<file path="src/rtl/disp_pkg.sv">
// Shared constants for the sliding-text display: message length, digit count and
// the index/select widths used by this controller and the character-address calculator.
package disp_pkg;

    localparam int unsigned MSG_LEN    = 12;
    localparam int unsigned NUM_DIGITS = 4;
    localparam int unsigned ADDR_W     = 4;
    localparam int unsigned SEL_W      = 2;

    typedef logic [ADDR_W-1:0]     win_idx_t;
    typedef logic [SEL_W-1:0]      scan_sel_t;
    typedef logic [NUM_DIGITS-1:0] digit_an_t;

    localparam win_idx_t  LAST_IDX  = win_idx_t'(MSG_LEN - 1);
    localparam scan_sel_t LAST_SEL  = scan_sel_t'(NUM_DIGITS - 1);
    localparam digit_an_t AN_BLANK  = '1;

    // Active-low one-hot anode pattern for a digit slot.
    function automatic digit_an_t an_for_sel(input scan_sel_t sel);
        digit_an_t onehot;
        onehot = digit_an_t'(1) << sel;
        return ~onehot;
    endfunction

endpackage

</file>
<file path="src/rtl/scroll_scan_ctrl_if.sv">
// Control and display-timing signals between the scroll/scan controller and its
// surroundings; slave is the controller's view, master the driving side.
interface scroll_scan_ctrl_if
    import disp_pkg::*;
();

    logic      en;
    logic      pause;
    logic      dir;
    logic      step;
    win_idx_t  win_idx;
    scan_sel_t scan_sel;
    digit_an_t digit_an;
    logic      frame_tick;
    logic      scroll_tick;

    modport master (
        output en,
        output pause,
        output dir,
        output step,
        input  win_idx,
        input  scan_sel,
        input  digit_an,
        input  frame_tick,
        input  scroll_tick
    );

    modport slave (
        input  en,
        input  pause,
        input  dir,
        input  step,
        output win_idx,
        output scan_sel,
        output digit_an,
        output frame_tick,
        output scroll_tick
    );

endinterface

</file>
<file path="src/rtl/scroll_scan_ctrl_mod_counter.sv">
// Modulo-MOD counter with enable; tc_o flags the enabled cycle at MOD-1, after
// which the count returns to zero.
module mod_counter #(
    parameter int unsigned MOD = 4
) (
    input  logic clk,
    input  logic rst,
    input  logic en_i,
    output logic tc_o
);

    localparam int unsigned W = (MOD > 1) ? $clog2(MOD) : 1;

    logic [W-1:0] cnt_q, cnt_d;

    assign tc_o = en_i && (cnt_q == W'(MOD - 1));

    always_comb begin
        cnt_d = cnt_q;
        if (en_i) begin
            cnt_d = tc_o ? '0 : cnt_q + W'(1);
        end
    end

    always_ff @(posedge clk or posedge rst) begin
        if (rst) begin
            cnt_q <= '0;
        end else begin
            cnt_q <= cnt_d;
        end
    end

endmodule

</file>
<file path="src/rtl/scroll_scan_ctrl.sv">
// Display multiplex and scroll timing: scans four digit slots and moves the message
// window only at frame boundaries so every frame shows one consistent window.
module scroll_scan_ctrl
    import disp_pkg::*;
#(
    parameter int unsigned SCAN_DIV      = 50000,
    parameter int unsigned SCROLL_FRAMES = 100
) (
    input logic               clk,
    input logic               rst,
    scroll_scan_ctrl_if.slave ctrl
);

    logic pre_tc;
    logic frame_wrap;
    logic frame_en;
    logic frame_tc;
    logic advance;

    scan_sel_t scan_sel_q, scan_sel_d;
    digit_an_t digit_an_q, digit_an_d;
    win_idx_t  win_idx_q, win_idx_d;
    logic      frame_tick_q, frame_tick_d;
    logic      scroll_tick_q, scroll_tick_d;
    logic      step_pend_q, step_pend_d;

    mod_counter #(
        .MOD (SCAN_DIV)
    ) u_scan_prescaler (
        .clk  (clk),
        .rst  (rst),
        .en_i (ctrl.en),
        .tc_o (pre_tc)
    );

    // pre_tc is already gated by en, so a held controller never sees a frame wrap.
    assign frame_wrap = pre_tc && (scan_sel_q == LAST_SEL);
    assign frame_en   = frame_wrap && !ctrl.pause;

    mod_counter #(
        .MOD (SCROLL_FRAMES)
    ) u_frame_counter (
        .clk  (clk),
        .rst  (rst),
        .en_i (frame_en),
        .tc_o (frame_tc)
    );

    assign advance = frame_wrap && (frame_tc || (ctrl.pause && step_pend_q));

    always_comb begin
        scan_sel_d = scan_sel_q;
        if (pre_tc) begin
            scan_sel_d = scan_sel_q + scan_sel_t'(1);
        end
        digit_an_d    = ctrl.en ? an_for_sel(scan_sel_d) : AN_BLANK;
        frame_tick_d  = frame_wrap;
        scroll_tick_d = advance;
    end

    always_comb begin
        win_idx_d = win_idx_q;
        if (advance) begin
            if (ctrl.dir) begin
                win_idx_d = (win_idx_q == '0) ? LAST_IDX : win_idx_q - win_idx_t'(1);
            end else begin
                win_idx_d = (win_idx_q >= LAST_IDX) ? '0 : win_idx_q + win_idx_t'(1);
            end
        end
    end

    // A step coinciding with a wrap is kept pending for the following wrap.
    always_comb begin
        step_pend_d = step_pend_q;
        if (ctrl.en) begin
            if (!ctrl.pause) begin
                step_pend_d = 1'b0;
            end else if (ctrl.step) begin
                step_pend_d = 1'b1;
            end else if (advance) begin
                step_pend_d = 1'b0;
            end
        end
    end

    always_ff @(posedge clk or posedge rst) begin
        if (rst) begin
            scan_sel_q    <= '0;
            digit_an_q    <= AN_BLANK;
            win_idx_q     <= '0;
            frame_tick_q  <= 1'b0;
            scroll_tick_q <= 1'b0;
            step_pend_q   <= 1'b0;
        end else begin
            scan_sel_q    <= scan_sel_d;
            digit_an_q    <= digit_an_d;
            win_idx_q     <= win_idx_d;
            frame_tick_q  <= frame_tick_d;
            scroll_tick_q <= scroll_tick_d;
            step_pend_q   <= step_pend_d;
        end
    end

    assign ctrl.scan_sel    = scan_sel_q;
    assign ctrl.digit_an    = digit_an_q;
    assign ctrl.win_idx     = win_idx_q;
    assign ctrl.frame_tick  = frame_tick_q;
    assign ctrl.scroll_tick = scroll_tick_q;

endmodule

</file>
<file path="src/flat_wrapper.sv">
// flat-port wrapper written by rule: the top's interface ports become plain ports
module scroll_scan_ctrl_flat import disp_pkg::*;
#(
    parameter int unsigned SCAN_DIV      = 50000,
    parameter int unsigned SCROLL_FRAMES = 100
)
  (clk, rst, ctrl_en, ctrl_pause, ctrl_dir, ctrl_step, ctrl_win_idx, ctrl_scan_sel, ctrl_digit_an, ctrl_frame_tick, ctrl_scroll_tick);
  scroll_scan_ctrl_if ctrl_i ();
  input logic clk;
  input logic rst;
  input wire logic [$bits(ctrl_i.en)-1:0] ctrl_en;
  input wire logic [$bits(ctrl_i.pause)-1:0] ctrl_pause;
  input wire logic [$bits(ctrl_i.dir)-1:0] ctrl_dir;
  input wire logic [$bits(ctrl_i.step)-1:0] ctrl_step;
  output wire logic [$bits(ctrl_i.win_idx)-1:0] ctrl_win_idx;
  output wire logic [$bits(ctrl_i.scan_sel)-1:0] ctrl_scan_sel;
  output wire logic [$bits(ctrl_i.digit_an)-1:0] ctrl_digit_an;
  output wire logic [$bits(ctrl_i.frame_tick)-1:0] ctrl_frame_tick;
  output wire logic [$bits(ctrl_i.scroll_tick)-1:0] ctrl_scroll_tick;
  assign ctrl_i.en = ctrl_en;
  assign ctrl_i.pause = ctrl_pause;
  assign ctrl_i.dir = ctrl_dir;
  assign ctrl_i.step = ctrl_step;
  assign ctrl_win_idx = ctrl_i.win_idx;
  assign ctrl_scan_sel = ctrl_i.scan_sel;
  assign ctrl_digit_an = ctrl_i.digit_an;
  assign ctrl_frame_tick = ctrl_i.frame_tick;
  assign ctrl_scroll_tick = ctrl_i.scroll_tick;
  scroll_scan_ctrl #(.SCAN_DIV(SCAN_DIV), .SCROLL_FRAMES(SCROLL_FRAMES)) u_core (.clk(clk), .rst(rst), .ctrl(ctrl_i));
endmodule
</file>
<file path="config.mk">
export PLATFORM = sky130hd
export DESIGN_NAME = scroll_scan_ctrl_flat
export DESIGN_NICKNAME = d
export VERILOG_FILES = /design/src/rtl/disp_pkg.sv /design/src/rtl/scroll_scan_ctrl_if.sv /design/src/rtl/scroll_scan_ctrl_mod_counter.sv /design/src/rtl/scroll_scan_ctrl.sv /design/src/flat_wrapper.sv
export SDC_FILE = /design/constraint.sdc
export NUM_CORES = 1
export LEC_CHECK = 0
export ABC_AREA = 1
export CAP_MARGIN = 0
export CORE_MARGIN = 2
export CORE_UTILIZATION = 55
export DETAILED_ROUTE_END_ITERATION = 10
export PLACE_DENSITY = 0.81
export SLEW_MARGIN = 10
export SYNTH_ARGS = -nofsm -noshare
export SYNTH_HDL_FRONTEND = slang
export SYNTH_SLANG_ARGS = --single-unit
</file>
<file path="constraint.sdc">
create_clock -name clk -period 2.11 [get_ports clk]
set_input_delay 0.211 -clock clk [delete_from_list [all_inputs] [get_ports clk]]
set_output_delay 0.211 -clock clk [all_outputs]
set_load 0.01 [all_outputs]
</file>
# After elaboration in Yosys (flattened, before gate mapping)
# Index checks and enable logic that the tools add are counted.
word_totals:
  ff_bits: 36
  in_bits: 6
  output_inout_bits: 12
  wordCells: 40
op_classes:
  addsub: 5
  order_cmp: 1
  eq_ne: 4
  n_shift: 1
  n_mux: 10
  n_bitwise: 1
  reduce_logical: 10
op_table:
  columns: ["operator", "count"]
  rows:
  - ["$add 16x1->16 const B", 1]
  - ["$eq 16x16->1 const B", 1]
  - ["$mux 16", 1]
  - ["$mux 4", 4]
  - ["$add 7x1->7 const B", 1]
  - ["$eq 7x7->1 const B", 1]
  - ["$mux 7", 1]
  - ["$logic_and 1x1->1", 6]
  - ["$add 4x1->4 const B", 1]
  - ["$ge 4x4->1 const B", 1]
  - ["$logic_not 4->1", 1]
  - ["$not 4->4", 1]
  - ["$shl 1x2->4 const A", 1]
  - ["$sub 4x1->4 const B", 1]
  - ["$mux 1", 3]
  - ["$ne 3x1->1 const B", 1]
  - ["$add 2x1->2 const B", 1]
  - ["$eq 2x2->1 const B", 1]
  - ["$mux 2", 1]
  - ["$reduce_and 2->1", 1]
  - ["$logic_not 1->1", 1]
  - ["$logic_or 1x1->1", 1]

# Longest topological paths before layout
# Gate-level depths: netlist of run 1.
logic_depth:
  ltp_word: 10
  depth_mapped: 12

# Hierarchy
# From an unflattened synthesis of run 1, not the netlist that was laid out.
hier_totals:
  hier_cells: 260
  area_unflattened_um2: 2015.7
modules_own_cells:
  columns: ["module", "instances", "cells_each", "area_each_um2", "seq_area_each_um2"]
  rows:
  - ["mod_counter at u_core.u_scan_prescaler", 1, 133, 964.7, 400.4]
  - ["scroll_scan_ctrl", 1, 75, 648.1, 330.3]
  - ["mod_counter at u_core.u_frame_counter", 1, 52, 402.9, 175.2]

# Worst setup path before layout of run 1
# OpenSTA, ideal clock, no wires.
synth_path:
  path_type: "flip-flop to flip-flop"
  startpoint: "reg u_core.u_scan_prescaler.cnt_q[1]"
  endpoint: "reg u_core.win_idx_q[3] (netlist: u_core.ctrl.win_idx[3])"
  setup_ns: 0.113
  arrival_ns: 1.354
  slack_ns: 0.643
  path_stages_with_launch: 11
  path_buffers: 0
  path_cell_list: "dfrtp_1 ha_1 nand3_1 inv_1 nand3_4 nor2_8 nand3_2 nand2_2 nand2_1 nand2_1 inv_1"
synth_between:
  elab_chain_cells: 7
synth_rtl:
  columns: ["item", "line_no", "rtl"]
  rows:
  - ["start: declaration", "scroll_scan_ctrl_mod_counter.sv:14", "logic [W-1:0] cnt_q, cnt_d;"]
  - ["start signal: assignment", "scroll_scan_ctrl_mod_counter.sv:29", "cnt_q <= cnt_d;"]
  - ["$eq 16x16->1 (*)", "scroll_scan_ctrl_mod_counter.sv:16", "assign tc_o = en_i && (cnt_q == W'(MOD - 1));"]
  - ["$logic_and 1x1->1 (*)", "scroll_scan_ctrl_mod_counter.sv:16", null]
  - ["$logic_and 1x1->1 (*)", "scroll_scan_ctrl.sv:37", "assign frame_wrap = pre_tc && (scan_sel_q == LAST_SEL);"]
  - ["net u_core.frame_tick_d", "scroll_scan_ctrl.sv:23", "logic frame_tick_q, frame_tick_d;"]
  - ["$logic_and 1x1->1", "scroll_scan_ctrl.sv:38", "assign frame_en = frame_wrap && !ctrl.pause;"]
  - ["$logic_and 1x1->1", "scroll_scan_ctrl_mod_counter.sv:16", null]
  - ["$logic_or 1x1->1", "scroll_scan_ctrl.sv:49", "assign advance = frame_wrap && (frame_tc || (ctrl.pause && step_pend_q));"]
  - ["$logic_and 1x1->1 (*)", "scroll_scan_ctrl.sv:49", null]
  - ["net u_core.advance", "scroll_scan_ctrl.sv:18", "logic advance;"]
  - ["end signal: assignment", "scroll_scan_ctrl.sv:97", "win_idx_q <= win_idx_d;"]
  - ["end: declaration", "scroll_scan_ctrl.sv:22", "win_idx_t win_idx_q, win_idx_d;"]
# The timed path passes the listed nets; every way through them passes the cells marked *.
# A chain may end at the register's enable or synchronous reset.

# Final worst setup path of run 1
layout_path:
  startpoint: "reg u_core.u_scan_prescaler.cnt_q[1]"
  endpoint: "reg u_core.win_idx_q[2] (netlist: u_core.ctrl.win_idx[2])"
# The elaborated chain is that of the path after synthesis.

==> run_summary.xml, run 1 <==
<?xml version="1.0" encoding="UTF-8"?>
<metrics>
  <group name="synth">
    <metric name="synth-edff-count" unit="">0</metric>
    <metric name="synth_seq_area_share" unit="%">43.88</metric>
    <metric name="synth_ff_type" unit="">sky130_fd_sc_hd__dfrtp_1</metric>
    <metric name="synth_largest_type_area_fraction" unit="%">38.79</metric>
    <metric name="cell_variety_after_synth" unit="">27</metric>
    <metric name="seq_cells_post_synth" unit="">36</metric>
    <metric name="async_reset_ff_share" unit="%">100.0</metric>
    <metric name="synth_warnings" unit="">0</metric>
    <metric name="synth_largest_area_cell" unit="">sky130_fd_sc_hd__dfrtp_1</metric>
    <metric name="post_synth_main_area_contributors" unit="">sky130_fd_sc_hd__dfrtp_1 (39%), sky130_fd_sc_hd__nand2_1 (11%), sky130_fd_sc_hd__inv_1 (7.6%)</metric>
    <metric name="syn-num-nets" unit="">276</metric>
    <metric name="mean_instance_size_in_the_synthesized_netlist" unit="um2">7.820</metric>
    <metric name="synthesis.instances" unit="">264</metric>
    <metric name="cell_area_after_technology_mapping" unit="mm2">0.002064</metric>
  </group>
  <group name="global_routing">
    <metric name="first_pass_grt_wire_length" unit="um">7031</metric>
    <metric name="first_global_vias" unit="">1545</metric>
    <metric name="grt_overflow_total" unit="">0</metric>
    <metric name="grt_max_degree" unit="">37</metric>
    <metric name="number_of_antenna_violations_at_the_first_check_in_global_routing" unit="">0</metric>
    <metric name="globalRouteTotalUtil" unit="%">21.47</metric>
  </group>
  <group name="routing">
    <metric name="drc_errors_left" unit="">0</metric>
    <metric name="drt_pre_antenna_iters" unit="">4</metric>
    <metric name="wl" unit="um">4002</metric>
    <metric name="dr_total_vias" unit="">1736</metric>
    <metric name="route.detailed.wl_per_inst" unit="um">11.84</metric>
    <metric name="via_cell_ratio" unit="">5.136</metric>
    <metric name="post_drt_antenna_nets" unit="">0</metric>
    <metric name="first_iter_violations" unit="">184</metric>
  </group>
  <group name="place">
    <metric name="gp_routability_congestion" unit="">0.8527</metric>
    <metric name="placement.setup.worst_slack" unit="ps">347.2</metric>
    <metric name="buffer_ports.inserted" unit="">17</metric>
    <metric name="half_perimeter_wire_length_after_placement" unit="um">2871</metric>
  </group>
  <group name="final_layout">
    <metric name="register_area" unit="um2">905.9</metric>
    <metric name="antennaDiodeCount" unit="">0</metric>
    <metric name="nets" unit="">301</metric>
    <metric name="synthToLayoutAreaGrowth" unit="%">17.09</metric>
    <metric name="fillers" unit="">288</metric>
    <metric name="multiInputGateArea" unit="um2">985.9</metric>
    <metric name="final_layout_size_suffix_gt1_share" unit="%">9.655</metric>
    <metric name="postLayoutCoreUtil" unit="%">66.53</metric>
  </group>
  <group name="die">
    <metric name="core_rows" unit="">22</metric>
    <metric name="die_w" unit="um">65.27</metric>
    <metric name="die_h" unit="um">65.27</metric>
    <metric name="design.portCount" unit="">18</metric>
    <metric name="core_area" unit="mm2">0.003633</metric>
    <metric name="die_ar" unit="mm2">0.004260</metric>
    <metric name="initial_utilization" unit="%">56.82</metric>
  </group>
  <group name="sta">
    <metric name="finalCritPeriodShare" unit="%">81.73</metric>
    <metric name="achievable-frequency" unit="MHz">579.9</metric>
    <metric name="rsz0062_at_grt" unit="">no</metric>
    <metric name="finalClockSkew" unit="ps">6.304</metric>
    <metric name="tightestPinTransition" unit="ps">437.2</metric>
    <metric name="min_clock_period_post_route" unit="ps">1725</metric>
    <metric name="setup_ws" unit="ps">385.5</metric>
    <metric name="setup-violations-final" unit="">0</metric>
    <metric name="setup_tns" unit="ps">0</metric>
    <metric name="slew-limit-headroom" unit="%">70.85</metric>
    <metric name="report.final.slew_viol_count" unit="">0</metric>
    <metric name="hold_violations" unit="">0</metric>
  </group>
  <group name="setup_path">
    <metric name="cp_cell_sequence" unit="">ha_1 &gt; nand3_1 &gt; inv_1 &gt; nand3_4 &gt; nor2_8 &gt; nand3_2 &gt; nand2_2 &gt; nand2_1 &gt; nand2_1 &gt; inv_1</metric>
    <metric name="endpoint_kind" unit="">flop</metric>
    <metric name="crit_path_max_incr_delay" unit="ps">380</metric>
    <metric name="critPathLaunchType" unit="">flop</metric>
    <metric name="data_required_time_of_the_worst_path" unit="ps">2300</metric>
    <metric name="critical_path.top_delay_family" unit="">simple AND/OR/NAND/NOR gates</metric>
    <metric name="crit_path_top_delay_cell" unit="">sky130_fd_sc_hd__dfrtp_1</metric>
    <metric name="arrival" unit="ps">1920</metric>
    <metric name="cp.buffers_inverters" unit="">2</metric>
    <metric name="critPathMaxFanout" unit="">5</metric>
    <metric name="worst_path_class_setup" unit="">reg2reg</metric>
  </group>
  <group name="clock_network">
    <metric name="path_clk_slew" unit="ps">70</metric>
    <metric name="cts_buffers" unit="">5</metric>
    <metric name="cts_max_path_buffers" unit="">2</metric>
    <metric name="clkSinkCount" unit="">36</metric>
    <metric name="cts_root_buf" unit="">sky130_fd_sc_hd__clkbuf_8</metric>
    <metric name="post_cts.resized_instances" unit="">0</metric>
    <metric name="holdBufCountCts" unit="">0</metric>
    <metric name="tritoncts" unit="">yes</metric>
    <metric name="cts.htree.levels" unit="">2</metric>
    <metric name="worst_skew_pair.late_latency" unit="ps">290</metric>
    <metric name="cts.repair_timing.setup_buffer_count" unit="">0</metric>
  </group>
  <group name="power_and_ir_drop">
    <metric name="power.internal" unit="mW">1.194</metric>
    <metric name="p_leak" unit="nW">1.248</metric>
    <metric name="power_density" unit="mW/mm2">683.8</metric>
    <metric name="power.net_switching" unit="uW">459.0</metric>
    <metric name="power_frac_clock" unit="%">36.5</metric>
    <metric name="max-vdd-ir-drop" unit="mV">0.4252</metric>
    <metric name="seqPwrFrac" unit="%">49.9</metric>
    <metric name="combinational_fraction_of_design_power" unit="%">13.6</metric>
    <metric name="power_switching_share" unit="%">27.77</metric>
  </group>
  <group name="worst_hold_path">
    <metric name="worstHoldPathType" unit="">in2async</metric>
  </group>
  <group name="outcome">
    <metric name="status" unit="">complete, no violations</metric>
  </group>
  <group name="job">
    <metric name="drv_cap" unit="">0</metric>
  </group>
</metrics>
worst paths after layout:
kind                                                              start                                             to  slack (ps)  cells after the start
setup reg to reg           u_core.u_scan_prescaler.cnt_q[1]$_DFFE_PP0P_             u_core.ctrl.win_idx[2]$_DFFE_PP0P_         390                     10
max in group asynchronous                                           rst              u_core.ctrl.digit_an[3]$_DFF_PP1_        1460                      3
min in group clk            u_core.u_frame_counter.cnt_q[5]$_DFFE_PP0P_    u_core.u_frame_counter.cnt_q[5]$_DFFE_PP0P_         510                      2
setup / recovery           u_core.u_scan_prescaler.cnt_q[1]$_DFFE_PP0P_             u_core.ctrl.win_idx[2]$_DFFE_PP0P_         390                     10
hold / removal                                                      rst  u_core.u_scan_prescaler.cnt_q[10]$_DFFE_PP0P_         320                      3
hold reg to reg             u_core.u_frame_counter.cnt_q[5]$_DFFE_PP0P_    u_core.u_frame_counter.cnt_q[5]$_DFFE_PP0P_         510                      2
cell type report:
type | instances | share of cell area [%]
well taps | 48 | 2.484
clock buffers | 5 | 2.847
inverters | 43 | 6.677
flip-flops and latches | 36 | 37.47
multi-input cells | 183 | 40.79
clock inverters | 3 | 1.760
repair buffers | 20 | 7.971
layout by cell type (no fill, tap or decap), drive strengths merged, types with 4 or more instances in the layout:
cell           synthesis  routed
ha                     6       6
xor2                  11      11
o21ai                 13      13
nand4                 10      10
nor2                  37      37
nand3                 26      26
inv                   42      42
dfstp                  4       4
nor3                   5       5
nand2                 66      66
clkbuf                 1       5
clkdlybuf4s50          0      17
dfrtp                 32      32
cells in the mapped netlist (3+ instances only):
cell type                  n
sky130_fd_sc_hd__nand2_1  63
sky130_fd_sc_hd__xor2_1   11
sky130_fd_sc_hd__nor3_1    5
sky130_fd_sc_hd__nor2_1   32
sky130_fd_sc_hd__a21oi_1   3
sky130_fd_sc_hd__dfrtp_1  32
sky130_fd_sc_hd__inv_1    42
sky130_fd_sc_hd__nand4_1  10
sky130_fd_sc_hd__nor2_4    3
sky130_fd_sc_hd__xnor2_1   3
sky130_fd_sc_hd__nand2_2   3
sky130_fd_sc_hd__ha_1      6
sky130_fd_sc_hd__dfstp_2   4
sky130_fd_sc_hd__nand3_1  23
sky130_fd_sc_hd__o21ai_0  10
metal layers:
layer	wire length, um	global-route usage [%]	vias to the layer above
met3	152	4.452	12
met5	0	0	-
met2	1887	34.82	53
met4	94	9.375	0
met1	1867	27.75	787
li1	-	-	884
sequential cells by signal, summed over array words and instances, names as in the netlist:
| signal | cells |
|---|---|
| u_core.u_scan_prescaler.cnt_q | 16 |
| u_core.u_frame_counter.cnt_q | 7 |
| u_core.ctrl.digit_an | 4 |
| u_core.ctrl.win_idx | 4 |
| u_core.ctrl.scan_sel | 2 |
| u_core.ctrl.frame_tick | 1 |
| u_core.ctrl.scroll_tick | 1 |
| u_core.step_pend_q | 1 |
per-stage QoR:
stage | instances | power (mW) | instance area (um2) | hold slack (ps)
after floorplan | 264 | 0.9980 | 2064 | 355.5
after global placement | 330 | 1.052 | 2306 | 499.0
after detailed placement | 330 | 1.058 | 2306 | 501.7
after CTS | 338 | 1.659 | 2417 | 329.5
after global routing | 338 | 1.737 | 2417 | 359.8
final | 338 | 1.653 | 2417 | 317.1
power groups by stage:
stage | registers (mW) | logic (mW) | clock network, mW
after floorplan | 0.821 | 0.177 | 0
final | 0.824 | 0.225 | 0.604
after global placement | 0.832 | 0.221 | 0
after detailed placement | 0.835 | 0.224 | 0
after global routing | 0.830 | 0.258 | 0.649
after CTS | 0.822 | 0.229 | 0.609
kinds of logic after synthesis:
| group | synth area share, % |
|---|---|
| xor gates and xnor gates | 5.940 |
| AOI/OAI and AO/OA | 4.788 |
| buffers and inverters | 8.363 |
| DFF | 43.88 |
| adders and majority gates | 3.636 |
| and+or+nand+nor | 33.39 |
worst min-delay path, delay by kind of cell:
kind | cells | cell delay, ps
buffers and inverters | 3 | 830
Power figures use the tool's default switching activity.
==> run 2: changes to the inputs <==
--- a/config.mk
+++ b/config.mk
@@ -8,9 +8,9 @@
 export ABC_AREA = 1
 export CAP_MARGIN = 0
 export CORE_MARGIN = 2
-export CORE_UTILIZATION = 55
+export CORE_UTILIZATION = 52
 export DETAILED_ROUTE_END_ITERATION = 10
-export PLACE_DENSITY = 0.81
+export PLACE_DENSITY = 0.8
 export SLEW_MARGIN = 10
 export SYNTH_ARGS = -nofsm -noshare
 export SYNTH_HDL_FRONTEND = slang
==> constraint.sdc (replaced) <==
create_clock -name clk -period 1.4 [get_ports clk]
set_input_delay 0.14 -clock clk [delete_from_list [all_inputs] [get_ports clk]]
set_output_delay 0.14 -clock clk [all_outputs]
set_load 0.01 [all_outputs]
==> run 2 against run 1 <==
- the run now ends with setup timing left
- clock power grew 54%
- sequential power is 55% higher
- core utilization increased by 13 points
- highest routed layer unchanged
==> run_summary.xml, run 2 (same netlist as run 1, synthesis figures left out) <==
<?xml version="1.0" encoding="UTF-8"?>
<metrics>
  <group name="setup_path">
    <metric name="data_required_time_of_the_worst_path" unit="ps">1610</metric>
    <metric name="worst_path_class_setup" unit="">reg2reg</metric>
    <metric name="crit_path_max_incr_delay" unit="ps">440</metric>
    <metric name="endpoint_kind" unit="">flop</metric>
    <metric name="crit_path_top_delay_cell" unit="">sky130_fd_sc_hd__dfrtp_1</metric>
    <metric name="crit_path_frequent_cell" unit="">sky130_fd_sc_hd__nand2_2</metric>
    <metric name="arrival" unit="ps">1910</metric>
    <metric name="cp_cell_sequence" unit="">inv_1 &gt; ha_1 &gt; nand3_1 &gt; a31oi_1 &gt; a21oi_1 &gt; nand2_2 &gt; nand2_2 &gt; inv_2</metric>
    <metric name="cp.buffers_inverters" unit="">2</metric>
    <metric name="critical_path.top_delay_family" unit="">flip-flops</metric>
    <metric name="critPathMaxFanout" unit="">5</metric>
    <metric name="critPathLaunchType" unit="">flop</metric>
  </group>
  <group name="sta">
    <metric name="setup_tns" unit="ps">-4063</metric>
    <metric name="achievable-frequency" unit="MHz">589.9</metric>
    <metric name="tightestPinTransition" unit="ps">290.6</metric>
    <metric name="holdWs" unit="ps">184.9</metric>
    <metric name="slew-limit-headroom" unit="%">80.60</metric>
    <metric name="setup-violations-final" unit="">28</metric>
    <metric name="min_clock_period_post_route" unit="ps">1695</metric>
    <metric name="report.final.slew_viol_count" unit="">0</metric>
    <metric name="finalCritPeriodShare" unit="%">121.1</metric>
    <metric name="hold_violations" unit="">0</metric>
    <metric name="setup_ws" unit="ps">-295.3</metric>
    <metric name="rsz0062_at_grt" unit="">yes</metric>
    <metric name="finalClockSkew" unit="ps">16.25</metric>
  </group>
  <group name="final_layout">
    <metric name="registers.top_by_ff_count" unit="">u_core.u_scan_prescaler.cnt_q</metric>
    <metric name="largest_register_ff_count" unit="">16</metric>
    <metric name="design_area" unit="mm2">0.002978</metric>
    <metric name="layout.cells.most_common_list" unit="">sky130_fd_sc_hd__nand2_1 (57), sky130_fd_sc_hd__buf_4 (50), sky130_fd_sc_hd__inv_1 (38)</metric>
    <metric name="synthToLayoutAreaGrowth" unit="%">44.24</metric>
    <metric name="antennaDiodeCount" unit="">0</metric>
    <metric name="finish.cell_count_without_fillers" unit="">387</metric>
    <metric name="final_layout_size_suffix_gt1_share" unit="%">31.27</metric>
    <metric name="postLayoutCoreUtil" unit="%">79.55</metric>
    <metric name="fillers" unit="">223</metric>
    <metric name="mostFrequentLayoutCell" unit="">sky130_fd_sc_hd__nand2_1</metric>
    <metric name="largest_registers" unit="">u_core.u_scan_prescaler.cnt_q x16, u_core.u_frame_counter.cnt_q x7</metric>
    <metric name="nets" unit="">350</metric>
  </group>
  <group name="routing">
    <metric name="drt_pre_antenna_iters" unit="">4</metric>
    <metric name="drc_errors_left" unit="">0</metric>
    <metric name="wl" unit="um">6241</metric>
    <metric name="first_iter_violations" unit="">185</metric>
    <metric name="via_cell_ratio" unit="">5.377</metric>
    <metric name="dr_total_vias" unit="">2081</metric>
    <metric name="route.detailed.wl_per_inst" unit="um">16.13</metric>
    <metric name="post_drt_antenna_nets" unit="">0</metric>
  </group>
  <group name="outcome">
    <metric name="status" unit="">finished, violations left</metric>
    <metric name="failed_checks" unit="">setup timing</metric>
  </group>
  <group name="place">
    <metric name="gp_routability_congestion" unit="">0.8577</metric>
    <metric name="post-place-cells" unit="">364</metric>
    <metric name="postPlaceCellArea" unit="mm2">0.002581</metric>
    <metric name="buffer_ports.inserted" unit="">17</metric>
    <metric name="placement.setup.worst_slack" unit="ps">-268.6</metric>
    <metric name="half_perimeter_wire_length_after_placement" unit="um">3408</metric>
  </group>
  <group name="clock_network">
    <metric name="holdBufCountCts" unit="">0</metric>
    <metric name="cts_buffers" unit="">5</metric>
    <metric name="cts.htree.levels" unit="">2</metric>
    <metric name="tritoncts" unit="">yes</metric>
    <metric name="clkSinkCount" unit="">36</metric>
    <metric name="worst_skew_pair.late_latency" unit="ps">310</metric>
    <metric name="cts_max_path_buffers" unit="">2</metric>
    <metric name="path_clk_slew" unit="ps">80</metric>
    <metric name="cts_root_buf" unit="">sky130_fd_sc_hd__clkbuf_8</metric>
  </group>
  <group name="die">
    <metric name="die_h" unit="um">67.01</metric>
    <metric name="core_rows" unit="">22</metric>
    <metric name="design.portCount" unit="">18</metric>
    <metric name="die_w" unit="um">67.01</metric>
    <metric name="initial_utilization" unit="%">55.15</metric>
    <metric name="die_ar" unit="mm2">0.004490</metric>
    <metric name="core_area" unit="mm2">0.003744</metric>
  </group>
  <group name="power_and_ir_drop">
    <metric name="p_total" unit="mW">2.951</metric>
    <metric name="p_leak" unit="nW">1.540</metric>
    <metric name="power_density" unit="mW/mm2">990.8</metric>
    <metric name="max-vdd-ir-drop" unit="mV">0.6707</metric>
  </group>
  <group name="worst_hold_path">
    <metric name="worstHoldPathType" unit="">in2async</metric>
  </group>
  <group name="global_routing">
    <metric name="grt_max_degree" unit="">37</metric>
    <metric name="first_global_vias" unit="">2026</metric>
    <metric name="number_of_antenna_violations_at_the_first_check_in_global_routing" unit="">0</metric>
    <metric name="grt_overflow_total" unit="">0</metric>
    <metric name="first_pass_grt_wire_length" unit="um">8825</metric>
    <metric name="globalRouteTotalUtil" unit="%">26.75</metric>
  </group>
  <group name="job">
    <metric name="drv_cap" unit="">0</metric>
  </group>
</metrics>
run 2: layer usage:
layer	global-route usage [%]	part of all wire, %	vias up
met4	15.05	5.4	0
li1	-	-	986
met3	5.405	5.0	31
met1	28.43	40	981
met2	48.51	50	83
met5	0	0	-
run 2: area by class of cell:
class	instances	area [um2]	area share (%)
clock inverter	2	35.03	1.176
tap	48	60.06	2.017
multi-input combinational	183	1170	39.29
clock buffer	6	72.57	2.437
inverter	43	163.9	5.504
timing repair buffer	69	569.3	19.12
sequential	36	907.1	30.46
run 2: what timing repair did:
action / CTS / global route
setup endpoints to repair: 37 / 34
setup buffers: 12 / 3
hold endpoints to repair: 0 / 0
pin swaps: 17 / 13
gates resized for setup: 29 / 28
run 2: worst paths after layout:
| check | slack (ps) | endpoint | startpoint | cells past startpoint |
|---|---|---|---|---|
| hold reg to reg | 510 | u_core.u_frame_counter.cnt_q[5]$_DFFE_PP0P_ | u_core.u_frame_counter.cnt_q[5]$_DFFE_PP0P_ | 2 |
| min in group clk | 440 | u_core.step_pend_q$_DFFE_PP0P_ | ctrl_step | 3 |
| setup / recovery | -300 | u_core.ctrl.win_idx[3]$_DFFE_PP0P_ | u_core.ctrl.win_idx[1]$_DFFE_PP0P_ | 8 |
| max in group asynchronous | 970 | u_core.ctrl.digit_an[1]$_DFF_PP1_ | rst | 3 |
| setup reg to reg | -300 | u_core.ctrl.win_idx[3]$_DFFE_PP0P_ | u_core.ctrl.win_idx[1]$_DFFE_PP0P_ | 8 |
| hold / removal | 180 | u_core.ctrl.win_idx[3]$_DFFE_PP0P_ | rst | 3 |
run 2: tightest hold or removal path: stages:
cell                              delay (ps)
sky130_fd_sc_hd__clkdlybuf4s50_1         390
sky130_fd_sc_hd__inv_1                   100
sky130_fd_sc_hd__buf_12                  230
run 2: power by group:
part	total, mW	switching, mW	internal (mW)	leakage, nW
Clock	0.931	0.402	0.529	0.0552
Combinational	0.744	0.400	0.344	1.05
Sequential	1.28	0.130	1.14	0.434
==> run 3: changes to the inputs <==
--- a/config.mk
+++ b/config.mk
@@ -8,9 +8,10 @@
 export ABC_AREA = 1
 export CAP_MARGIN = 0
 export CORE_MARGIN = 2
-export CORE_UTILIZATION = 52
+export CORE_UTILIZATION = 55
 export DETAILED_ROUTE_END_ITERATION = 10
-export PLACE_DENSITY = 0.8
+export DONT_BUFFER_PORTS = 1
+export PLACE_DENSITY = 0.77
 export SLEW_MARGIN = 10
 export SYNTH_ARGS = -nofsm -noshare
 export SYNTH_HDL_FRONTEND = slang
==> run 3 against run 2 <==
- critical endpoint is now u_core.ctrl.win_idx[2]$_DFFE_PP0P_
- non-clock buffer count shrank 23
- the run still ends with setup timing left
- largest power group unchanged
- sequential share of layout area is 1.7 points higher
- critical path depth up 2
- combinational power down 8.1%
- hold slack got worse by 150 ps
- largest cell class unchanged
==> run_summary.xml, run 3 (same netlist as run 1, synthesis figures left out) <==
<?xml version="1.0" encoding="UTF-8"?>
<metrics>
  <group name="die">
    <metric name="core_rows" unit="">22</metric>
    <metric name="die_w" unit="um">65.27</metric>
    <metric name="die_ar" unit="mm2">0.004260</metric>
    <metric name="die_h" unit="um">65.27</metric>
    <metric name="core_area" unit="mm2">0.003633</metric>
    <metric name="initial_utilization" unit="%">56.82</metric>
    <metric name="design.portCount" unit="">18</metric>
  </group>
  <group name="final_layout">
    <metric name="synthToLayoutAreaGrowth" unit="%">36.30</metric>
    <metric name="antennaDiodeCount" unit="">0</metric>
    <metric name="layout.cells.most_common_list" unit="">sky130_fd_sc_hd__nand2_1 (58), sky130_fd_sc_hd__inv_1 (37), sky130_fd_sc_hd__buf_4 (34)</metric>
    <metric name="mostFrequentLayoutCell" unit="">sky130_fd_sc_hd__nand2_1</metric>
    <metric name="largest_register_ff_count" unit="">16</metric>
    <metric name="register_area" unit="um2">905.9</metric>
    <metric name="fillers" unit="">195</metric>
    <metric name="largest_registers" unit="">u_core.u_scan_prescaler.cnt_q x16, u_core.u_frame_counter.cnt_q x7</metric>
    <metric name="nets" unit="">327</metric>
    <metric name="registers.top_by_ff_count" unit="">u_core.u_scan_prescaler.cnt_q</metric>
    <metric name="final_layout_size_suffix_gt1_share" unit="%">32.59</metric>
    <metric name="multiInputGateArea" unit="mm2">0.001190</metric>
  </group>
  <group name="sta">
    <metric name="report.final.slew_viol_count" unit="">0</metric>
    <metric name="finalClockSkew" unit="ps">8.034</metric>
    <metric name="hold_violations" unit="">0</metric>
    <metric name="achievable-frequency" unit="MHz">596.8</metric>
    <metric name="min_clock_period_post_route" unit="ps">1676</metric>
    <metric name="tightestPinTransition" unit="ps">487.4</metric>
    <metric name="rsz0062_at_grt" unit="">yes</metric>
    <metric name="setup_ws" unit="ps">-275.7</metric>
    <metric name="slew-limit-headroom" unit="%">67.40</metric>
    <metric name="setup-violations-final" unit="">31</metric>
    <metric name="finalCritPeriodShare" unit="%">119.7</metric>
  </group>
  <group name="clock_network">
    <metric name="clkSinkCount" unit="">36</metric>
    <metric name="cts.htree.levels" unit="">2</metric>
    <metric name="tritoncts" unit="">yes</metric>
    <metric name="cts_buffers" unit="">5</metric>
    <metric name="path_clk_slew" unit="ps">80</metric>
    <metric name="cts_root_buf" unit="">sky130_fd_sc_hd__clkbuf_8</metric>
    <metric name="cts_max_path_buffers" unit="">2</metric>
    <metric name="worst_skew_pair.late_latency" unit="ps">300</metric>
  </group>
  <group name="outcome">
    <metric name="status" unit="">finished, violations left</metric>
    <metric name="failed_checks" unit="">setup timing</metric>
  </group>
  <group name="setup_path">
    <metric name="critPathMaxFanout" unit="">5</metric>
    <metric name="endpoint_kind" unit="">flop</metric>
    <metric name="cp_cell_sequence" unit="">ha_4 &gt; nand3_4 &gt; inv_4 &gt; nand3_4 &gt; nor2_8 &gt; nand2_2 &gt; nand2_4 &gt; nand2_1 &gt; nand2_1 &gt; inv_1</metric>
    <metric name="crit_path_top_delay_cell" unit="">sky130_fd_sc_hd__dfrtp_1</metric>
    <metric name="data_required_time_of_the_worst_path" unit="ps">1600</metric>
    <metric name="critPathLaunchType" unit="">flop</metric>
    <metric name="worst_path_class_setup" unit="">reg2reg</metric>
    <metric name="arrival" unit="ps">1870</metric>
    <metric name="crit_path_max_incr_delay" unit="ps">440</metric>
  </group>
  <group name="worst_hold_path">
    <metric name="worstHoldPathType" unit="">in2reg</metric>
  </group>
  <group name="job">
    <metric name="drv_cap" unit="">0</metric>
  </group>
  <group name="routing">
    <metric name="wl" unit="um">6034</metric>
    <metric name="post_drt_antenna_nets" unit="">0</metric>
    <metric name="first_iter_violations" unit="">191</metric>
    <metric name="route.detailed.wl_per_inst" unit="um">16.58</metric>
    <metric name="drc_errors_left" unit="">0</metric>
    <metric name="drt_pre_antenna_iters" unit="">5</metric>
    <metric name="dr_total_vias" unit="">2014</metric>
    <metric name="via_cell_ratio" unit="">5.533</metric>
  </group>
  <group name="power_and_ir_drop">
    <metric name="max-vdd-ir-drop" unit="mV">0.6079</metric>
    <metric name="p_total" unit="mW">2.877</metric>
    <metric name="p_leak" unit="nW">1.436</metric>
    <metric name="power_density" unit="mW/mm2">1022</metric>
  </group>
  <group name="global_routing">
    <metric name="grt_overflow_total" unit="">0</metric>
    <metric name="globalRouteTotalUtil" unit="%">23.78</metric>
    <metric name="first_global_vias" unit="">1809</metric>
    <metric name="grt_max_degree" unit="">37</metric>
    <metric name="first_pass_grt_wire_length" unit="um">7817</metric>
    <metric name="number_of_antenna_violations_at_the_first_check_in_global_routing" unit="">0</metric>
  </group>
  <group name="place">
    <metric name="half_perimeter_wire_length_after_placement" unit="um">2979</metric>
    <metric name="buffer_ports.inserted" unit="">0</metric>
    <metric name="placement.setup.worst_slack" unit="ps">-134.6</metric>
    <metric name="gp_routability_congestion" unit="">0.8053</metric>
  </group>
</metrics>
run 3: cell type report:
cell class                      instances  share of cell area [%]
Sequential cell                        36                   32.19
Timing Repair Buffer                   46                   13.65
Multi-Input combinational cell        183                   42.29
Clock buffer                            6                   2.579
Inverter                               43                   5.914
Tap cell                               48                   2.134
Clock inverter                          2                   1.245
run 3: power by group:
group          switching, mW  internal, mW  leakage [nW]
Sequential             0.123          1.14         0.435
Combinational          0.403         0.280         0.945
Clock                  0.399         0.529        0.0552
Total                  0.925          1.95          1.44
run 3: critical path, delay by kind of cell (launching register included):
kind / cells / cell delay [ps]
adders and majority gates: 1 / 180
buffers and inverters: 2 / 150
DFF: 1 / 440
and+or+nand+nor: 7 / 790
run 3: final timing paths:
| check | startpoint | endpoint | slack (ps) | depth (start not counted) |
|---|---|---|---|---|
| min in group asynchronous | rst | u_core.u_scan_prescaler.cnt_q[3]$_DFFE_PP0P_ | 390 | 3 |
| min reg2reg | u_core.u_frame_counter.cnt_q[1]$_DFFE_PP0P_ | u_core.u_frame_counter.cnt_q[1]$_DFFE_PP0P_ | 540 | 2 |
| max reg2reg | u_core.u_scan_prescaler.cnt_q[1]$_DFFE_PP0P_ | u_core.ctrl.win_idx[2]$_DFFE_PP0P_ | -280 | 10 |
| max in group asynchronous | rst | u_core.ctrl.digit_an[1]$_DFF_PP1_ | 670 | 3 |
| min | ctrl_en | u_core.u_scan_prescaler.cnt_q[14]$_DFFE_PP0P_ | 40 | 2 |
| max | u_core.u_scan_prescaler.cnt_q[1]$_DFFE_PP0P_ | u_core.ctrl.win_idx[2]$_DFFE_PP0P_ | -280 | 10 |
run 3: per-layer routing:
layer / part of all wire (%) / wire, um / GRT usage [%]
met3: 6.1 / 370 / 5.137
met2: 51 / 3073 / 40.56
met1: 39 / 2380 / 29.99
met5: 0 / 0 / 0
met4: 3.5 / 209 / 7.813
run 3: timing repair:
item,CTS,global route
pin swaps,12,18
buffers inserted,3,6
hold buffers,4,1
endpoints found under the hold margin,41,1
resized for setup,21,37
endpoints found under the setup margin,24,32
run 3: through the flow:
step	std cells	instance area, um2	setup TNS [ps]	hold slack [ps]	utilization (%)
floorplan	264	2072	-33.44	284.5	-
global placement	342	2361	-513.4	165.5	64.98
detailed placement	342	2361	-1603	174.3	64.98
CTS	357	2625	-1400	30.41	72.25
global route	364	2814	-5594	79.68	77.44
finish	364	2814	-3297	37.14	77.44
